### src/rtl/fetch_stage.sv
// IF stage: owns the PC, drives the instruction memory address and fills the IF/ID register.
// Optional misaligned-redirect trap enabled by defining FETCH_ALIGN_CHK_EN.
module fetch_stage #(
    parameter logic [31:0] RESET_PC = 32'h0000_0000,
    parameter logic [31:0] NOP_INST = 32'h0000_0013
) (
    input  logic        clk,
    input  logic        rst,
    input  logic        stall,
    input  logic        redirect,
    input  logic [31:0] redirect_pc,
    output logic [31:0] imem_addr,
    input  logic [31:0] imem_inst,
    output logic [31:0] id_pc,
    output logic [31:0] id_inst,
    output logic        id_valid,
    output logic        fetch_err
);

    logic [31:0] pc_r;
    logic [31:0] id_pc_r;
    logic [31:0] id_inst_r;
    logic        id_valid_r;
    logic        fetch_err_r;

    logic [31:0] pc_nxt_s;
    logic [31:0] id_pc_nxt_s;
    logic [31:0] id_inst_nxt_s;
    logic        id_valid_nxt_s;
    logic        fetch_err_nxt_s;
    logic [31:0] target_s;
    logic        misaligned_s;
    logic        frozen_s;

    function automatic logic is_misaligned(input logic [31:0] addr);
        return (addr & 32'h0000_0003) != 32'h0000_0000;
    endfunction

    assign target_s = redirect_pc & 32'hFFFF_FFFC;

`ifdef FETCH_ALIGN_CHK_EN
    assign misaligned_s = is_misaligned(redirect_pc);
    assign frozen_s     = fetch_err_r;
`else
    assign misaligned_s = 1'b0;
    assign frozen_s     = 1'b0;
`endif

    // Next-state selection: redirect beats stall, stall beats normal advance.
    always_comb begin
        pc_nxt_s        = pc_r;
        id_pc_nxt_s     = id_pc_r;
        id_inst_nxt_s   = id_inst_r;
        id_valid_nxt_s  = id_valid_r;
        fetch_err_nxt_s = fetch_err_r;
        if (frozen_s) begin
            // Trapped: keep the PC and keep a bubble in IF/ID until reset.
            id_inst_nxt_s  = NOP_INST;
            id_valid_nxt_s = 1'b0;
        end else if (redirect) begin
            id_pc_nxt_s    = pc_r;
            id_inst_nxt_s  = NOP_INST;
            id_valid_nxt_s = 1'b0;
            if (misaligned_s) begin
                fetch_err_nxt_s = 1'b1;
            end else begin
                pc_nxt_s = target_s;
            end
        end else if (stall) begin
            pc_nxt_s = pc_r;
        end else begin
            pc_nxt_s       = pc_r + 32'd4;
            id_pc_nxt_s    = pc_r;
            id_inst_nxt_s  = imem_inst;
            id_valid_nxt_s = 1'b1;
        end
    end

    // State registers with synchronous reset.
    always_ff @(posedge clk) begin
        if (rst) begin
            pc_r        <= RESET_PC & 32'hFFFF_FFFC;
            id_pc_r     <= 32'h0000_0000;
            id_inst_r   <= NOP_INST;
            id_valid_r  <= 1'b0;
            fetch_err_r <= 1'b0;
        end else begin
            pc_r        <= pc_nxt_s;
            id_pc_r     <= id_pc_nxt_s;
            id_inst_r   <= id_inst_nxt_s;
            id_valid_r  <= id_valid_nxt_s;
            fetch_err_r <= fetch_err_nxt_s;
        end
    end

    assign imem_addr = pc_r;
    assign id_pc     = id_pc_r;
    assign id_inst   = id_inst_r;
    assign id_valid  = id_valid_r;
    assign fetch_err = fetch_err_r;

    fetch_stage_chk u_chk (
        .clk      (clk),
        .rst      (rst),
        .pc       (pc_r),
        .id_valid (id_valid_r),
        .fetch_err(fetch_err_r)
    );

endmodule

// Run-time invariants of the fetch stage.
module fetch_stage_chk (
    input logic        clk,
    input logic        rst,
    input logic [31:0] pc,
    input logic        id_valid,
    input logic        fetch_err
);

    a_pc_aligned: assert property (@(posedge clk) disable iff (rst)
        (pc & 32'h0000_0003) == 32'h0000_0000);

    a_err_no_valid: assert property (@(posedge clk) disable iff (rst)
        fetch_err |-> !id_valid);

endmodule

### config.mk
export PLATFORM = sky130hd
export DESIGN_NAME = fetch_stage
export DESIGN_NICKNAME = d
export VERILOG_FILES = /design/src/rtl/fetch_stage.sv
export SDC_FILE = /design/constraint.sdc
export NUM_CORES = 1
export LEC_CHECK = 0
export BUFFER_PORTS_ARGS = -buffer_cell sky130_fd_sc_hd__buf_2
export CORE_AREA = 2 2 122 89
export CTS_BUF_LIST = sky130_fd_sc_hd__clkbuf_8 sky130_fd_sc_hd__clkbuf_16
export DETAILED_ROUTE_END_ITERATION = 8
export DIE_AREA = 0 0 124 91
export GPL_TIMING_DRIVEN = 0
export PLACE_DENSITY = 0.69
export SYNTH_ARGS = -nofsm -noshare
export SYNTH_HDL_FRONTEND = slang
export SYNTH_SLANG_ARGS = --single-unit
### constraint.sdc
create_clock -name clk -period 2.55 [get_ports clk]
set_input_delay 0 -clock clk [delete_from_list [all_inputs] [get_ports clk]]
set_output_delay 0 -clock clk [all_outputs]
set_load 0.01 [all_outputs]
==> results of run 1 <==
## where the power goes
| group | leakage (nW) | switching (mW) | internal, mW |
|---|---|---|---|
| combinational | 1.66 | 0.248 | 0.238 |
| sequential | 0.764 | 0.0802 | 1.53 |
| clock | 0.142 | 0.545 | 0.705 |
## cells in the mapped netlist (2+ instances only)
master     number
a2111oi_0       5
a211oi_1       11
a21oi_1        35
a311oi_1       13
and4_1          4
buf_1           5
buf_2           3
buf_4           5
clkbuf_1       25
dfxtp_1        93
inv_1          11
mux2i_1        34
nand2_1        79
nand3_1         4
nand4_1        11
nand4b_1        2
nor2_1         54
nor2b_1         2
nor3_1          4
nor4_1          8
o21ai_0         5
o31a_1          4
o31ai_1         6
or2_2           4
or3_1           6
or4_1           9
xnor2_1         7
xor2_1          2
## worst max-delay path by stage
stage,from,end,cells after the start
after detailed placement,imem_addr[2]$_SDFFE_PP0P_,imem_addr[24]$_SDFFE_PP0P_,5
after global routing,imem_addr[3]$_SDFFE_PP0P_,imem_addr[29]$_SDFFE_PP0P_,5
after global placement,imem_addr[2]$_SDFFE_PP0P_,imem_addr[24]$_SDFFE_PP0P_,5
final,imem_addr[3]$_SDFFE_PP0P_,imem_addr[28]$_SDFFE_PP0P_,6
after floorplan,imem_addr[2]$_SDFFE_PP0P_,imem_addr[24]$_SDFFE_PP0P_,5
after CTS,imem_addr[3]$_SDFFE_PP0P_,imem_addr[24]$_SDFFE_PP0P_,5
## state kept, by name, summed over array words and instances, names as in the netlist
| signal | cells |
|---|---|
| id_valid | 1 |
| id_pc | 30 |
| id_inst | 32 |
| imem_addr | 30 |
## final cells by class
class                      count  area (sq um)  area share [%]
inverter                      12          45.0           0.773
clock buffer                  11           253            4.34
sequential                    93          1860            32.0
clock inverter                 5          26.3           0.451
buffer                        39           170            2.92
multi-input combinational    323          1900            32.6
tap                          132           165            2.83
timing repair buffer         219          1410            24.1
## through the flow
| step | hold WS (ps) | utilization, % | instance area, sq um | setup slack [ps] |
|---|---|---|---|---|
| final | 14.8 | 57.8 | 5830 | 225 |
| after global routing | 27.7 | 57.8 | 5830 | 117 |
| after CTS | 17.3 | 57.6 | 5810 | 59.2 |
| after detailed placement | 230 | 48.8 | 4920 | 96.9 |
| after global placement | 218 | 48.8 | 4920 | 133 |
| after floorplan | 125 | - | 3980 | 338 |
## layer usage
layer,up-vias,global-route usage [%]
met3,28,5.72
met5,-,0
met2,176,37.7
met4,0,8.61
met1,1999,30.2
li1,2089,-
## worst max-delay path, stage by stage, from the launching register on
cell and delay, ps:
dfxtp_1 450, ha_1 280, nand4_1 210, buf_4 220
or4_1 460, o31a_1 320, o31a_1 270
## kinds of logic after synthesis
kind of cell | count (synthesis) | synth area share [%]
adder cells (fa/ha/maj) | 1 | 0.316
multiplexers | 34 | 8.59
AND/OR/NAND/NOR | 192 | 22.8
flip-flops | 93 | 47.0
buffers and inverters | 51 | 5.43
AO/OA/AOI/OAI | 82 | 13.7
XOR/XNOR | 9 | 1.99
other | 1 | 0.0947
## repair_timing
action / CTS / global route
endpoints found under the setup margin: 0 / 1
setup buffers: 0 / 2
hold endpoints to repair: 61 / 0
hold buffers: 61 / 0
==> impl_metrics.tcl, run 1 <==
set metrics [dict create \
    outcome "finished, final reports clean" \
    drive_gt1_share_pct 27.2 \
    top_layer_used "met4" \
    synth_cells 463 \
    grt_max_degree 15 \
    root_buffer "clkbuf_16" \
    vdd_drop_max_uv 326 \
    wl_met1_um 5820 \
    wl_met3_um 1070 \
    tritoncts "yes" \
    numCtsBuffers 9 \
    coreArea_sq_um 10100 \
    min_from "redirect_pc[28]" \
    period_share_pct 91.2 \
    synthArstFlopShare_pct 0 \
    whs_endpoint "imem_addr[28]$_SDFFE_PP0P_" \
    met2RoutedLength_um 5920 \
    pwr_density_cell_nw_per_um2 574 \
    netlist_area_sq_um 3960 \
    die_y_um 91 \
    dp_hpwl_um 9100 \
    yosys.area.top_type "dfxtp_1" \
    synth_seq_area_share_pct 47.0 \
    grtUsageTotal_pct 23.4 \
    hold_path_class "in -> reg" \
    finalMaxSlewViolations 0 \
    finalHoldViolCount 0 \
    port_buffers 156 \
    grt_pass1_wl_um 20700 \
    viasPerCell 5.15 \
    post_cts_resized 0 \
    end_kind "flop" \
    synth-seq-cells 93 \
    period_needed_ps 2320 \
    num_rows 31 \
    n_antenna_cell 0 \
    avgRoutedWirePerCell_um 15.7 \
    setup_viol 0 \
    crit_fanout 7 \
    start_kind "flop" \
    ctsHtreeMaxLevel 3 \
    drv_cap 0 \
    ys.flop_type "dfxtp_1" \
    synth.avg_cell_area_sq_um 8.56 \
    finalPower_mw 3.34 \
    initial_utilization_pct 39.3 \
    synth_cell_types 40 \
    antenna_found_initial 0 \
    first_pass_iters 4 \
    place_congestion 0.882 \
    layout_common_cells "buf_2 (159), dfxtp_1 (93), nand2_1 (79)" \
    dieArea_sq_um 11300 \
    power_leakage_nw 2.57 \
    reg2regPathDepth 6 \
    min_path_cells 4 \
    mostFrequentLayoutCell "buf_2" \
    fmax_mhz 430 \
    finClkSkew_ps 5.57 \
    clock_sinks 93 \
    ant_nets 0 \
    clockBufferDepth 2 \
    r2r-end "imem_addr[28]$_SDFFE_PP0P_" \
    synth_edf_count 0 \
    die_x_um 124 \
    yosysTopAreaCellShare_pct 47.0 \
    drc 0 \
    final.setup.tns_ps 0 \
    instances_no_fill 834 \
    r2r_start "imem_addr[3]$_SDFFE_PP0P_" \
    drt_iter0_drc 216 \
    grt-ovfl-total 0 \
    placed_cells_incl_taps 755 \
    clkTransAtPathRegs_ps 60 \
    num-fill-cells 907 \
    dr_total_vias 4292 \
    syn_to_final_growth_pct 47.1 \
    worstPathArrival_ps 2550 \
    drt-total-wl_um 13100 \
    r2r_slack_ps 230 \
    relSlewSlack_pct 49.9 \
    final_nets 766 \
    ys.warnings.count 0 \
    required_ps 2780 \
    rsz0062_at_grt "false" \
    clk_latency_ps 340 \
    tightest_slew_ps 752 \
    io_pins 166 \
    ys_top_cells_by_area "dfxtp_1 (47%), mux2i_1 (8.6%), nand2_1 (7.5%)" \
    grt_pass1_vias 4095 \
    path_class "reg -> reg" \
]
Power figures use the tool's default switching activity.
==> run 2: changes to the inputs <==
Settings changed: ABC_AREA from default to 1, CORE_AREA 2 2 122 89 to 2 2 128 93, DIE_AREA 0 0 124 91 to 0 0 130 95, PLACE_DENSITY 0.69 to 0.67.
==> run 2 against run 1 <==
Compared with the run above: combinational power barely moved; design area up 4.1%; cell count up 21%; critical endpoint is now imem_addr[18]$_SDFFE_PP0P_.
==> impl_metrics.tcl, run 2 <==
set metrics [dict create \
    outcome "finished, final reports clean" \
    clockBufferDepth 2 \
    pwr_density_cell_nw_per_um2 564 \
    synth-seq-cells 93 \
    grtUsageTotal_pct 22.9 \
    min_path_cells 5 \
    final-seq-area_sq_um 1860 \
    ys_top_cells_by_count "nand2_1 (173), dfxtp_1 (93), a21oi_1 (75), inv_1 (60), o21ai_0 (55)" \
    clk_latency_ps 340 \
    power_leakage_nw 2.77 \
    placed_cells_incl_taps 946 \
    post_cts_buffers 0 \
    netlist_area_sq_um 4350 \
    largest_reg_flops 32 \
    clock_sinks 93 \
    yosysTopAreaCellShare_pct 42.8 \
    fmax_mhz 602 \
    die_x_um 130 \
    utilization_pct 53.8 \
    finClkSkew_ps 8.18 \
    drt_iter0_drc 240 \
    post_cts_resized 0 \
    tritoncts "yes" \
    ys_top_cells_by_area "dfxtp_1 (43%), nand2_1 (15%), a21oi_1 (8.6%)" \
    synth_most_common_cell "nand2_1" \
    r2r-end "imem_addr[18]$_SDFFE_PP0P_" \
    finalHoldViolCount 0 \
    final.setup.tns_ps 0 \
    synth_cells 630 \
    setup_viol 0 \
    grt_max_degree 16 \
    crit_fanout 5 \
    grt-ovfl-total 0 \
    finalMaxSlewViolations 0 \
    holdWs_ps 26.8 \
    port_buffers 155 \
    layout_common_cells "nand2_1 (173), buf_2 (164), dfxtp_1 (93)" \
    synthArstFlopShare_pct 0 \
    dieArea_sq_um 12400 \
    antenna_found_initial 0 \
    ys.warnings.count 0 \
    path_class "reg -> reg" \
    period_needed_ps 1660 \
    final_area_sq_um 6070 \
    ant_nets 0 \
    n_antenna_cell 0 \
    cts-hold-fix-buffers 44 \
    drc 0 \
    synth_edf_count 0 \
    die_y_um 95 \
    relSlewSlack_pct 58.8 \
    viasPerCell 4.78 \
    yosys.area.top_type "dfxtp_1" \
    hold_path_class "in -> reg" \
    clkTransAtPathRegs_ps 70 \
    instances_no_fill 1006 \
    multiInputGateArea_sq_um 2090 \
    first_pass_iters 4 \
    rsz0062_at_grt "false" \
    root_buffer "clkbuf_16" \
    avgRoutedWirePerCell_um 14.0 \
    io_pins 166 \
    synth_cell_types 32 \
    syn_to_final_growth_pct 39.6 \
    r2r_slack_ps 890 \
    period_share_pct 65.1 \
    grt_pass1_wl_um 22100 \
    start_kind "flop" \
    reg2regPathDepth 10 \
    drv_cap 0 \
    final_nets 913 \
    place_congestion 0.928 \
    mostFrequentLayoutCell "nand2_1" \
    end_kind "flop" \
    ctsHtreeMaxLevel 3 \
    num-fill-cells 1109 \
    vdd_drop_max_uv 309 \
    ys.flop_type "dfxtp_1" \
    drt-total-wl_um 14100 \
    worstPathArrival_ps 1900 \
    tightest_slew_ps 618 \
    placed_area_sq_um 5330 \
    synth_seq_area_share_pct 42.8 \
    dr_total_vias 4808 \
    initial_utilization_pct 38.6 \
    drive_gt1_share_pct 25.3 \
    required_ps 2790 \
    numCtsBuffers 9 \
    coreArea_sq_um 11300 \
    r2r_start "imem_addr[3]$_SDFFE_PP0P_" \
    whs_endpoint "imem_addr[23]$_SDFFE_PP0P_" \
    dp_hpwl_um 10100 \
    synth.avg_cell_area_sq_um 6.90 \
    num_rows 33 \
    grt_pass1_vias 4409 \
    min_from "redirect_pc[23]" \
]
-- run 2: worst max path at each step --
stage,from,endpoint,slack [ps],cells after the start
finish,imem_addr[3]$_SDFFE_PP0P_,imem_addr[18]$_SDFFE_PP0P_,890,10
global route,imem_addr[2]$_SDFFE_PP0P_,imem_addr[18]$_SDFFE_PP0P_,760,10
CTS,imem_addr[3]$_SDFFE_PP0P_,imem_addr[18]$_SDFFE_PP0P_,900,10
detailed placement,imem_addr[3]$_SDFFE_PP0P_,imem_addr[18]$_SDFFE_PP0P_,910,10
global placement,imem_addr[3]$_SDFFE_PP0P_,imem_addr[18]$_SDFFE_PP0P_,930,10
floorplan,imem_addr[3]$_SDFFE_PP0P_,imem_addr[18]$_SDFFE_PP0P_,1080,10
-- run 2: cell families (layout without fill, tap and decap cells) --
| logic type | after synthesis | count (layout) | synth area share [%] |
|---|---|---|---|
| AND/OR/NAND/NOR | 290 | 290 | 29.6 |
| adder cells (fa/ha/maj) | 1 | 1 | 0.288 |
| buffers and inverters | 98 | 313 | 9.42 |
| flip-flops | 93 | 93 | 42.8 |
| XOR/XNOR | 6 | 6 | 1.21 |
| other | 1 | 5 | 0.0863 |
| AO/OA/AOI/OAI | 141 | 141 | 16.5 |
-- run 2: layout make-up --
class / count / share of cell area [%]
repair buffers: 199 / 20.0
well taps: 157 / 3.24
multi-input cells: 443 / 34.4
clock inverters: 7 / 1.11
plain buffers: 34 / 2.74
inverters: 64 / 4.00
clock buffers: 9 / 3.71
flip-flops and latches: 93 / 30.7
-- run 2: layer usage --
| metal | wire length [um] | GRT usage, % | vias to the layer above |
|---|---|---|---|
| met4 | 104 | 5.20 | 0 |
| met2 | 6420 | 37.7 | 189 |
| li1 | - | - | 2434 |
| met5 | 0 | 0 | - |
| met1 | 6460 | 30.0 | 2176 |
| met3 | 1130 | 6.52 | 9 |
-- run 2: worst max-delay path, stage by stage, from the launching register on --
cell,delay (ps)
dfxtp_1,440
ha_1,230
nand2_2,90
nor2_4,180
nand2_4,120
nor2_4,180
nand2_2,70
nand2_1,60
nand2_1,50
o21ai_1,110
inv_1,40
-- run 2: through the flow --
| step | setup WS [ps] | total power, mW |
|---|---|---|
| 6_report | 889 | 3.42 |
| 3_5_place_dp | 908 | 2.06 |
| 2_1_floorplan | 1080 | 1.86 |
| 5_1_grt | 764 | 3.57 |
| 4_1_cts | 895 | 3.44 |
| 3_3_place_gp | 932 | 2.06 |
-- run 2: where the power goes --
| part | internal (mW) | switching, mW | leakage, nW |
|---|---|---|---|
| Clock | 0.755 | 0.576 | 0.143 |
| Combinational | 0.214 | 0.276 | 1.86 |
| Sequential | 1.53 | 0.0687 | 0.764 |
| Total | 2.50 | 0.920 | 2.77 |
